--- src/rtl/hazard_stall_ctrl.sv ---
// Pipeline sequencing controller: hazard stalls, branch flushes and data-memory
// wait handling, with a sticky memory-timeout error and saturating perf counters.
module hazard_stall_ctrl #(
   parameter int MEM_TIMEOUT = 255,
   parameter int CNT_W       = 32
) (
   input  logic             clk,
   input  logic             rst,
   input  logic [4:0]       src1_ID,
   input  logic [4:0]       src2_ID,
   input  logic             two_src_ID,
   input  logic [4:0]       dest_EXE,
   input  logic             WB_EN_EXE,
   input  logic             MEM_R_EN_EXE,
   input  logic [4:0]       dest_MEM,
   input  logic             WB_EN_MEM,
   input  logic             forward_EN,
   input  logic             br_taken_EXE,
   input  logic             mem_req_MEM,
   input  logic             mem_ready,
   output logic             freeze_PC,
   output logic             freeze_IF_ID,
   output logic             bubble_ID_EXE,
   output logic             flush_IF_ID,
   output logic             freeze_back,
   output logic             mem_err,
   output logic [CNT_W-1:0] stall_cnt,
   output logic [CNT_W-1:0] flush_cnt
);

   localparam logic [1:0]  ST_RUN      = 2'd0;
   localparam logic [1:0]  ST_MEM_WAIT = 2'd1;
   localparam logic [1:0]  ST_ERR      = 2'd2;
   localparam logic [15:0] TIMEOUT_C   = 16'(MEM_TIMEOUT);

   logic [1:0]       state_r;
   logic [1:0]       state_nxt_s;
   logic [15:0]      wait_cnt_r;
   logic             mem_err_r;
   logic [CNT_W-1:0] stall_cnt_r;
   logic [CNT_W-1:0] flush_cnt_r;
   logic             src1_used_s;
   logic             src2_used_s;
   logic             match_exe_s;
   logic             match_mem_s;
   logic             hz_s;
   logic             mem_stall_s;
   logic             err_set_s;

   // Register-dependency hazard detection against EXE and MEM destinations
   always_comb begin
      src1_used_s = (src1_ID != 5'd0);
      src2_used_s = two_src_ID && (src2_ID != 5'd0);
      match_exe_s = (src1_used_s && (src1_ID == dest_EXE)) ||
                    (src2_used_s && (src2_ID == dest_EXE));
      match_mem_s = (src1_used_s && (src1_ID == dest_MEM)) ||
                    (src2_used_s && (src2_ID == dest_MEM));
      if (forward_EN) begin
         hz_s = MEM_R_EN_EXE && WB_EN_EXE && match_exe_s;
      end else begin
         hz_s = (WB_EN_EXE && match_exe_s) || (WB_EN_MEM && match_mem_s);
      end
   end

   // Memory-handshake state machine: next state, stall request and timeout
   always_comb begin
      state_nxt_s = state_r;
      mem_stall_s = 1'b0;
      err_set_s   = 1'b0;
      case (state_r)
         ST_RUN: begin
            mem_stall_s = mem_req_MEM && !mem_ready;
            if (mem_req_MEM && !mem_ready) begin
               state_nxt_s = ST_MEM_WAIT;
            end else begin
               state_nxt_s = ST_RUN;
            end
         end
         ST_MEM_WAIT: begin
            mem_stall_s = !mem_ready;
            // wait_cnt_r holds completed wait cycles; +1 counts the current one
            if (mem_ready) begin
               state_nxt_s = ST_RUN;
            end else if ((wait_cnt_r + 16'd1) == TIMEOUT_C) begin
               state_nxt_s = ST_ERR;
               err_set_s   = 1'b1;
            end else begin
               state_nxt_s = ST_MEM_WAIT;
            end
         end
         ST_ERR: begin
            mem_stall_s = 1'b1;
            state_nxt_s = ST_ERR;
         end
         default: begin
            mem_stall_s = 1'b1;
            state_nxt_s = ST_ERR;
            err_set_s   = 1'b1;
         end
      endcase
   end

   // Prioritised pipeline control: memory stall, then branch, then hazard
   always_comb begin
      freeze_PC     = 1'b0;
      freeze_IF_ID  = 1'b0;
      bubble_ID_EXE = 1'b0;
      flush_IF_ID   = 1'b0;
      freeze_back   = 1'b0;
      if (mem_stall_s) begin
         freeze_PC    = 1'b1;
         freeze_IF_ID = 1'b1;
         freeze_back  = 1'b1;
      end else if (br_taken_EXE) begin
         flush_IF_ID   = 1'b1;
         bubble_ID_EXE = 1'b1;
      end else if (hz_s) begin
         freeze_PC     = 1'b1;
         freeze_IF_ID  = 1'b1;
         bubble_ID_EXE = 1'b1;
      end else begin
         freeze_PC     = 1'b0;
      end
   end

   // State, wait counter, sticky error and saturating performance counters
   always_ff @(posedge clk) begin
      if (rst) begin
         state_r     <= ST_RUN;
         wait_cnt_r  <= 16'd0;
         mem_err_r   <= 1'b0;
         stall_cnt_r <= {CNT_W{1'b0}};
         flush_cnt_r <= {CNT_W{1'b0}};
      end else begin
         state_r <= state_nxt_s;
         if (state_r == ST_MEM_WAIT) begin
            wait_cnt_r <= wait_cnt_r + 16'd1;
         end else begin
            wait_cnt_r <= 16'd0;
         end
         if (err_set_s) begin
            mem_err_r <= 1'b1;
         end
         if (freeze_PC && (stall_cnt_r != {CNT_W{1'b1}})) begin
            stall_cnt_r <= stall_cnt_r + CNT_W'(1'b1);
         end
         if (flush_IF_ID && (flush_cnt_r != {CNT_W{1'b1}})) begin
            flush_cnt_r <= flush_cnt_r + CNT_W'(1'b1);
         end
      end
   end

   assign mem_err   = mem_err_r;
   assign stall_cnt = stall_cnt_r;
   assign flush_cnt = flush_cnt_r;

endmodule

--- config.mk ---
export PLATFORM = sky130hd
export DESIGN_NAME = hazard_stall_ctrl
export DESIGN_NICKNAME = d
export VERILOG_FILES = /design/src/rtl/hazard_stall_ctrl.sv
export SDC_FILE = /design/constraint.sdc
export NUM_CORES = 1
export LEC_CHECK = 0
export BUFFER_PORTS_ARGS = -buffer_cell sky130_fd_sc_hd__clkbuf_2
export CAP_MARGIN = 15
export CORE_MARGIN = 10
export CORE_UTILIZATION = 58
export CTS_CLUSTER_SIZE = 30
export DETAILED_ROUTE_END_ITERATION = 12
export GPL_ROUTABILITY_DRIVEN = 0
export HOLD_SLACK_MARGIN = 0.12
export PLACE_DENSITY = 0.85
export SYNTH_ARGS = -nofsm -noshare
export SYNTH_HDL_FRONTEND = slang
export SYNTH_SLANG_ARGS = --single-unit
--- constraint.sdc ---
create_clock -name clk -period 3.9 [get_ports clk]
set_input_delay 0.39 -clock clk [delete_from_list [all_inputs] [get_ports clk]]
set_output_delay 0.39 -clock clk [all_outputs]
set_load 0.005 [all_outputs]
==> results of run 1 <==
-- final cells by class --
type / instances / area, um2 / share of cell area [%]
tap: 99 / 123.9 / 2.479
sequential: 83 / 1662 / 33.25
inverter: 12 / 45.04 / 0.9014
clock inverter: 7 / 51.30 / 1.027
clock buffer: 9 / 123.9 / 2.479
timing repair buffer: 100 / 503.0 / 10.07
multi-input combinational: 402 / 2489 / 49.80
-- how the worst max path moves through the flow --
stage | from | end | depth (start not counted)
finish | stall_cnt[0] | stall_cnt[23] | 7
floorplan | src2_ID[1] | freeze_PC | 5
global placement | src2_ID[1] | stall_cnt[23] | 7
global route | stall_cnt[10] | stall_cnt[23] | 7
CTS | stall_cnt[0] | stall_cnt[23] | 7
detailed placement | src2_ID[1] | stall_cnt[23] | 7
-- state kept, by name, summed over array words and instances (netlist names) --
signal,cells
flush_cnt,32
stall_cnt,32
wait_cnt_r,16
state_r,2
mem_err,1
-- worst max-delay path: cells and delay by family (launching register included) --
kind                       cells  cell delay [ns]
muxes                          1             0.29
and+or+nand+nor                3             1.10
AOI/OAI and AO/OA              1             0.32
adders and majority gates      1             0.25
DFF                            1             0.38
buffers and inverters          1             0.09
-- synth_stat cells (all sizes together), types with 4 or more instances --
library cell,instances,area share (%)
nand4,32,4.6
nor2,70,6.1
o31ai,8,1.4
nor4,4,0.73
o22ai,4,0.58
xnor2,35,7.1
clkbuf,15,1.4
nand3,41,4.8
xor2,34,6.9
buf,6,1.4
and4,9,1.8
nand2b,4,0.58
ha,4,1.2
o21ai,17,2.0
inv,12,1.0
nor3,11,1.5
or4,9,1.6
and3,15,2.2
or3,20,2.9
nor2b,4,0.58
nand2,26,2.4
dfxtp,83,39
a21oi,29,3.4
-- metal layers --
metal / up-vias / part of all wire [%]
li1: 2049 / -
met1: 1929 / 43
met2: 119 / 49
met3: 12 / 6.9
met4: 0 / 1.2
met5: - / 0
-- where the power goes --
part	leakage (nW)	switching [mW]	internal [mW]
Clock	0.0860	0.332	0.234
Sequential	0.669	0.00749	0.851
Combinational	1.12	0.0627	0.0428
-- kinds of logic (layout without fill, tap and decap cells) --
kind of cell             after synthesis  count (layout)
AND/OR/NAND/NOR                      253             253
flip-flops                            83              83
AO/OA/AOI/OAI                         71              71
XOR/XNOR                              69              69
buffers and inverters                 33             128
multiplexers                           5               5
adder cells (fa/ha/maj)                4               4
-- layout by cell type (no fill, tap or decap), types with 3 or more instances in the layout --
cell type	n
inv_1	12
nand2b_1	4
clkbuf_8	9
and4_1	9
dfxtp_1	83
xor2_1	34
nand4_1	32
nor3_1	9
ha_1	4
o21ai_0	16
clkbuf_2	99
a21oi_1	29
o31ai_1	8
or4_1	9
nand3_1	41
xnor2_1	35
o22ai_1	4
nand2_1	25
and3_1	15
and2_1	3
nor4_1	3
nor2_1	70
or3_1	20
nor2b_1	4
-- metrics by stage --
stage / utilization [%] / instance area [um2] / instances / total power [mW]
2_1_floorplan: - / 4314 / 518 / 0.9484
3_3_place_gp: 66.48 / 4822 / 696 / 0.9804
3_5_place_dp: 66.48 / 4822 / 696 / 0.9840
4_1_cts: 68.90 / 4997 / 712 / 1.537
5_1_grt: 68.90 / 4997 / 712 / 1.585
6_report: 68.90 / 4997 / 712 / 1.530
==> results.tsv, run 1 <==
stage	metric	value	unit
timing	rsz0062_at_grt	no	
logic_synthesis	synth-compound-area-share	9.716	%
timing	drv_slew	0	
worst_hold_path	holdCritStartpoint	mem_ready	
flow_run	maxCapViolations	0	
worst_setup_path	worstPathRequired	4.17	ns
worst_setup_path	r2r_end	stall_cnt[23]	
timing	timing.slew.headroom	41.65	%
worst_setup_path	critPathMaxFanout	32	
worst_setup_path	worstPathArrival	2.80	ns
logic_synthesis	synth-warning-count	0	
route	vias	4109	
finish	drive_gt1_share	20.39	%
pwr	p_per_area	306.2	nW/um2
logic_synthesis	muxShareOfSynthArea	1.421	%
placement	dp_hpwl	8068	um
grt	grt_use_met1	21.45	%
clock_tree	cts.clk_slew.worst_paths	0.10	ns
worst_setup_path	path_cells	ha_1, inv_1, or3_1, o21a_1, nand2_4, or4b_1, mux2_2	
clock_tree	clock_sinks	83	
placement	preCtsSetupSlack	1.351	ns
grt	overflow	0	
worst_setup_path	timing.rr.start	stall_cnt[0]	
logic_synthesis	synth_xor_area_share	14.01	%
die	io_pins	100	
route	wl_per_cell	15.06	um
logic_synthesis	synth_edf_count	0	
timing	min_period	2.530	ns
die	coreArea	7253	um2
timing	fin_skew	0.01824	ns
timing	setup_tns	0	ns
timing	setup_viol	0	
logic_synthesis	synth-main-ff-cell	dfxtp_1	
worst_hold_path	hold_depth	3	
grt	antenna_found_initial	0	
route	vias_per_cell	5.771	
clock_tree	cts_root_buf	clkbuf_8	
logic_synthesis	synth_area	4314	um2
worst_setup_path	worstSetupPathType	flip-flop to flip-flop	
grt	grt_pass1_wl	18080	um
worst_setup_path	r2r_cells	7	
clock_tree	worstSkewPairLatency	0.37	ns
logic_synthesis	avgSynthCellArea	8.328	um2
status	status	complete, no violations	
finish	diodes	0	
die	core.rowCount	31	
route	wl	10720	um
grt	gr-max-usage-layer	met2	
logic_synthesis	synth_cells	518	
finish	fillers	624	
clock_tree	cts_tree	yes	
die	die-area	11290	um2
pwr	leakage	1.872	nW
logic_synthesis	synth_top_family_by_area	simple AND/OR/NAND/NOR gates	
clock_tree	cts_buffers	9	
clock_tree	clockBufferDepth	2	
logic_synthesis	ys_types	47	
die	die_y	106.2	um
grt	globalRouteMet3Util	4.831	%
timing	worst_slack	1.370	ns
timing	hold_ws	0.3547	ns
logic_synthesis	synthArstFlopShare	0	%
route	first_pass_iters	5	
clock_tree	cts_resized	0	
logic_synthesis	synth-simple-area-share	31.38	%
finish	fin_nets	642	
route	ant_nets	0	
timing	finalCritPeriodShare	64.88	%
finish	area_growth	15.84	%
route	dr.first_iter.drc_count	168	
worst_hold_path	hold-path-endpoint	state_r[1]	
worst_hold_path	hp-class	primary input to flip-flop	
logic_synthesis	synthAdderAreaFrac	1.160	%
clock_tree	cts_hold_buf	0	
die	die_w	106.2	um
logic_synthesis	synth-seq-area-share	38.52	%
placement	io_buffers	99	
die	start_util	59.48	%
worst_setup_path	cpMaxStageDelayCell	or4b_1	
grt	grt_max_degree	43	
worst_setup_path	max_stage_delay	0.54	ns
pwr	peakVddDrop	0.0002163	V
grt	grt_pass1_vias	3943	
clock_tree	h-tree-depth	3	
route	drcViolationCount	0	
worst_setup_path	cp-start-kind	flip-flop	
grt	track_usage	18.76	%
timing	hold_viol	0	
grt	gr-usage-met2	33.08	%
timing	worst_pin_slew	0.8753	ns
logic_synthesis	synth_nets	552	
logic_synthesis	ys_seq_elements	83	
worst_setup_path	reg2reg_slack	1.37	ns
worst_setup_path	endpoint_kind	flip-flop	
timing	fmax	0.3952	GHz
clock_tree	cts_setup_buffers	0	
Note: power is estimated with default switching activity, not from simulation.
==> inputs of run 2 (changes only) <==
Settings changed: CORE_UTILIZATION 58 to 54, PLACE_DENSITY 0.85 to 0.8.
Clock period 3.9 ns to 2.61 ns, I/O delays scaled along.
==> run 2 against run 1 <==
  * Clock power rose by 96%
  * Combinational power increased by 60%
  * Clock skew decreased by 0.0086 ns
  * Critical path type unchanged
  * Largest cell class unchanged
  * Highest routed layer unchanged
==> results.tsv, run 2 (same netlist as run 1, synthesis figures left out) <==
stage	metric	value	unit
grt	grt_pass1_wl	18000	um
worst_setup_path	cpMaxStageDelayCell	or4_1	
finish	seq_area	1662	um2
worst_hold_path	hp-class	primary input to flip-flop	
timing	worst_pin_slew	0.5821	ns
worst_setup_path	r2r_end	stall_cnt[24]	
status	status	complete, no violations	
grt	overflow	0	
timing	setup_viol	0	
placement	place_area	4891	um2
finish	fin_nets	649	
pwr	leakage	1.941	nW
timing	setup_tns	0	ns
worst_hold_path	hold-path-endpoint	mem_err	
route	wl_per_cell	15.19	um
die	die_y	109.4	um
grt	track_usage	18.07	%
route	ant_nets	0	
timing	hold_viol	0	
worst_setup_path	timing.rr.start	stall_cnt[1]	
clock_tree	clockBufferDepth	2	
die	start_util	55.54	%
route	first_pass_iters	5	
timing	drv_slew	0	
worst_hold_path	holdCritStartpoint	rst	
placement	io_buffers	99	
worst_setup_path	reg2reg_slack	0.31	ns
route	dr.first_iter.drc_count	184	
placement	dp_hpwl	8088	um
pwr	seqPwrFrac	49.9	%
clock_tree	cts_setup_buffers	0	
grt	grt_max_degree	68	
route	wl	10950	um
pwr	p_per_area	500.0	nW/um2
clock_tree	cts.clk_slew.worst_paths	0.09	ns
clock_tree	worstSkewPairLatency	0.36	ns
route	vias	4135	
finish	drive_gt1_share	21.32	%
timing	hold_ws	0.1636	ns
clock_tree	cts_tree	yes	
finish	postLayoutCellArea	5131	um2
placement	dp.cells	706	
pwr	p_int	1.976	mW
grt	grt_pass1_vias	3990	
timing	finalCritPeriodShare	88.08	%
timing	fmax	0.4350	GHz
route	drcViolationCount	0	
pwr	comb_power_share	6.6	%
finish	area_growth	18.94	%
worst_setup_path	worstPathArrival	2.60	ns
die	coreArea	7767	um2
pwr	peakVddDrop	0.0002577	V
pwr	power	2.565	mW
finish	diodes	0	
flow_run	maxCapViolations	0	
finish	fillers	687	
die	core.rowCount	32	
worst_setup_path	max_stage_delay	0.55	ns
pwr	switching_power	589.1	uW
worst_setup_path	endpoint_kind	flip-flop	
timing	fin_skew	0.009617	ns
finish	final_common_cell	clkbuf_2	
die	io_pins	100	
worst_setup_path	worstSetupPathType	flip-flop to flip-flop	
pwr	power_frac_clock	43.4	%
clock_tree	cts_root_buf	clkbuf_8	
grt	antenna_found_initial	0	
worst_setup_path	path_cells	ha_1, inv_1, nor3_1, nand2_1, nor2_1, nand3_1, or4_1, a21oi_1	
timing	timing.slew.headroom	60.84	%
timing	min_period	2.299	ns
finish	stdcell_count	721	
worst_setup_path	worstPathRequired	2.91	ns
worst_setup_path	critPathMaxFanout	12	
timing	rsz0062_at_grt	no	
finish	layout_common_cells	clkbuf_2 (99), dfxtp_1 (83), nor2_1 (70)	
worst_setup_path	cp-start-kind	flip-flop	
route	vias_per_cell	5.735	
clock_tree	clock_sinks	83	
pwr	swShare	22.96	%
worst_hold_path	hold_depth	2	
worst_setup_path	r2r_cells	8	
finish	multi_input_area	2490	um2
clock_tree	cts_buffers	9	
die	die_w	109.4	um
clock_tree	h-tree-depth	3	
die	die-area	11960	um2
-- run 2: worst max path at each step --
| stage | start | to | slack [ns] | depth (start not counted) |
|---|---|---|---|---|
| 6_report | stall_cnt[1] | stall_cnt[24] | 0.31 | 8 |
| 5_1_grt | stall_cnt[1] | stall_cnt[24] | 0.006 | 8 |
| 4_1_cts | state_r[0] | flush_cnt[9] | 0.28 | 7 |
| 3_5_place_dp | src1_ID[4] | stall_cnt[24] | 0.30 | 8 |
| 3_3_place_gp | src2_ID[1] | stall_cnt[23] | 0.35 | 7 |
| 2_1_floorplan | src2_ID[1] | stall_cnt[16] | 0.58 | 7 |
-- run 2: worst max-delay path: cells and delay by family (launching register included) --
| kind | cells | cell delay (ns) |
|---|---|---|
| compound gates | 1 | 0.14 |
| buf+inv | 1 | 0.10 |
| simple gates | 5 | 1.32 |
| flops | 1 | 0.43 |
| fa+ha+maj | 1 | 0.25 |
-- run 2: layout make-up --
cell class / instances / area share [%]
tap: 102 / 2.487
timing repair buffer: 107 / 11.07
inverter: 12 / 0.8778
multi-input combinational: 402 / 48.52
clock inverter: 6 / 2.243
sequential: 83 / 32.38
clock buffer: 9 / 2.414
-- run 2: per-layer routing --
layer | part of all wire (%) | GRT usage, % | routed length (um)
met5 | 0 | 0 | 0
met1 | 43 | 21.49 | 4672
met2 | 48 | 30.54 | 5260
met4 | 1.5 | 6.970 | 168
met3 | 7.7 | 4.740 | 847
-- run 2: power groups by stage --
| stage | logic [mW] | clock network [mW] | registers [mW] |
|---|---|---|---|
| global placement | 0.165 | 0 | 1.31 |
| floorplan | 0.106 | 0 | 1.31 |
| finish | 0.170 | 1.11 | 1.28 |
| detailed placement | 0.169 | 0 | 1.31 |
| CTS | 0.170 | 1.13 | 1.28 |
| global route | 0.187 | 1.18 | 1.28 |
-- run 2: metrics by stage --
stage / utilization (%) / worst slack, ns
after floorplan: - / 0.5789
after global placement: 62.97 / 0.3511
after detailed placement: 62.97 / 0.2998
after CTS: 66.04 / 0.2776
after global routing: 66.06 / 0.006080
final: 66.06 / 0.3112
-- run 2: timing repair --
item / in CTS / in global routing
endpoints found under the hold margin: 0 / 0
gates resized for setup: 0 / 1
hold buffers: 0 / 0
setup endpoints to repair: 0 / 2
==> inputs of run 3 (changes only) <==
Settings changed: CAP_MARGIN 15 to unset, CELL_PAD_IN_SITES_DETAIL_PLACEMENT set to 0, CELL_PAD_IN_SITES_GLOBAL_PLACEMENT set to 2, CORE_UTILIZATION 54 to 31, PLACE_DENSITY 0.8 to unset, PLACE_DENSITY_LB_ADDON set to 0.1.
==> run 3 against run 2 <==
  * Via count decreased by 2.0%
  * Largest power group unchanged
  * Critical path type unchanged
  * Count of clock-buffer cells in the layout increased by 3
  * Clock power increased by 8%
  * Non-clock buffer count increased by 5
  * Die area increased by 59%
  * Maximum frequency increased by 0.57%
  * Final area increased by 3.2%
  * Routed wire length increased by 14%
  * Critical path depth decreased by 1
==> results.tsv, run 3 (same netlist as run 1, synthesis figures left out) <==
stage	metric	value	unit
timing	rsz0062_at_grt	no	
placement	place_area	5026	um2
worst_setup_path	worstSetupPathType	flip-flop to flip-flop	
clock_tree	cts_buffers	9	
timing	fin_skew	0.005455	ns
worst_setup_path	cp-start-kind	flip-flop	
timing	worst_pin_slew	0.7221	ns
timing	drv_slew	0	
timing	hold_viol	0	
grt	track_usage	12.92	%
pwr	p_per_area	500.9	nW/um2
timing	setup_tns	0	ns
clock_tree	worstSkewPairLatency	0.34	ns
die	coreArea	13770	um2
clock_tree	cts_resized	0	
worst_hold_path	hp-class	primary input to flip-flop	
finish	postLayoutCellArea	5295	um2
worst_setup_path	worstPathArrival	2.50	ns
die	io_pins	100	
finish	multi_input_area	2489	um2
die	start_util	31.32	%
grt	antenna_found_initial	0	
route	vias	4051	
worst_setup_path	r2r_cells	7	
timing	finalCritPeriodShare	87.57	%
route	dr.first_iter.drc_count	213	
worst_setup_path	r2r_end	flush_cnt[18]	
placement	preCtsSetupSlack	0.2736	ns
route	drcViolationCount	0	
pwr	leakage	1.982	nW
clock_tree	cts_root_buf	clkbuf_16	
status	status	complete, no violations	
route	ant_nets	0	
worst_setup_path	critPathMaxFanout	18	
route	vias_per_cell	5.045	
grt	grt_max_degree	71	
finish	final_common_cell	clkbuf_2	
pwr	power	2.652	mW
die	die-area	19040	um2
finish	layout_common_cells	clkbuf_2 (99), dfxtp_1 (83), nor2_1 (70)	
finish	fillers	1474	
placement	io_buffers	99	
timing	min_period	2.286	ns
die	die_y	138.0	um
clock_tree	h-tree-depth	3	
route	wl	12440	um
worst_setup_path	worstPathRequired	2.83	ns
pwr	peakVddDrop	0.0002925	V
finish	area_growth	22.74	%
placement	dp_hpwl	9215	um
finish	diodes	0	
worst_setup_path	endpoint_kind	flip-flop	
die	die_w	138.0	um
route	wl_per_cell	15.49	um
clock_tree	cts.clk_slew.worst_paths	0.06	ns
timing	fmax	0.4375	GHz
timing	timing.slew.headroom	51.86	%
clock_tree	cts_setup_buffers	0	
worst_setup_path	reg2reg_slack	0.32	ns
clock_tree	cts_hold_buf	0	
route	first_pass_iters	4	
clock_tree	clockBufferDepth	2	
clock_tree	clock_sinks	83	
worst_setup_path	timing.rr.start	state_r[0]	
grt	grt_pass1_vias	3815	
finish	seq_area	1662	um2
timing	worst_slack	0.3243	ns
timing	setup_viol	0	
worst_setup_path	endpoint	flush_cnt[18]	
grt	grt_pass1_wl	19740	um
flow_run	maxCapViolations	0	
worst_hold_path	hold_depth	3	
die	core.rowCount	43	
finish	fin_nets	654	
finish	drive_gt1_share	21.51	%
clock_tree	cts_tree	yes	
grt	overflow	0	
worst_setup_path	crit_start	state_r[0]	
==> run 3: cell type report <==
cell class              instances  share of cell area, %
multi-input cells             402                  47.00
flip-flops and latches         83                  31.38
repair buffers                112                  11.44
clock buffers                  12                  4.844
well taps                     180                  4.253
inverters                      12                 0.8507
clock inverters                 2                 0.2363
==> run 3: layer usage <==
layer / vias to the layer above / track usage (%) / routed length [um]
li1: 2058 / - / -
met3: 14 / 3.333 / 702
met5: - / 0 / 0
met1: 1904 / 16.75 / 5946
met4: 0 / 4.867 / 134
met2: 75 / 20.15 / 5655
==> run 3: worst min-delay path by stage <==
stage	start	to	slack, ns
3_5_place_dp	state_r[1]	state_r[0]	0.48
5_1_grt	mem_ready	state_r[1]	0.29
3_3_place_gp	wait_cnt_r[0]	wait_cnt_r[0]	0.47
4_1_cts	mem_ready	state_r[0]	0.26
6_report	mem_ready	state_r[0]	0.27
2_1_floorplan	state_r[1]	state_r[0]	0.44
==> run 3: report_power, final <==
group	internal, mW	total [mW]	switching, mW
registers	1.27	1.28	0.00847
clock network	0.685	1.20	0.512
logic	0.0704	0.173	0.103
total	2.03	2.65	0.623
==> run 3: through the flow <==
step	util [%]	std cells	hold slack [ns]
4_1_cts	38.44	803	0.2642
6_report	38.44	803	0.2719
3_5_place_dp	36.49	789	0.4782
3_3_place_gp	36.49	789	0.4729
5_1_grt	38.44	803	0.2930
2_1_floorplan	-	518	0.4435
==> run 3: critical path, stage by stage, from the launching register on <==
cell,delay [ns]
dfxtp_1,0.33
o21bai_1,0.24
nand3_1,0.29
inv_1,0.24
o31a_1,0.64
nand4_1,0.20
xor2_1,0.17
nor2_1,0.05
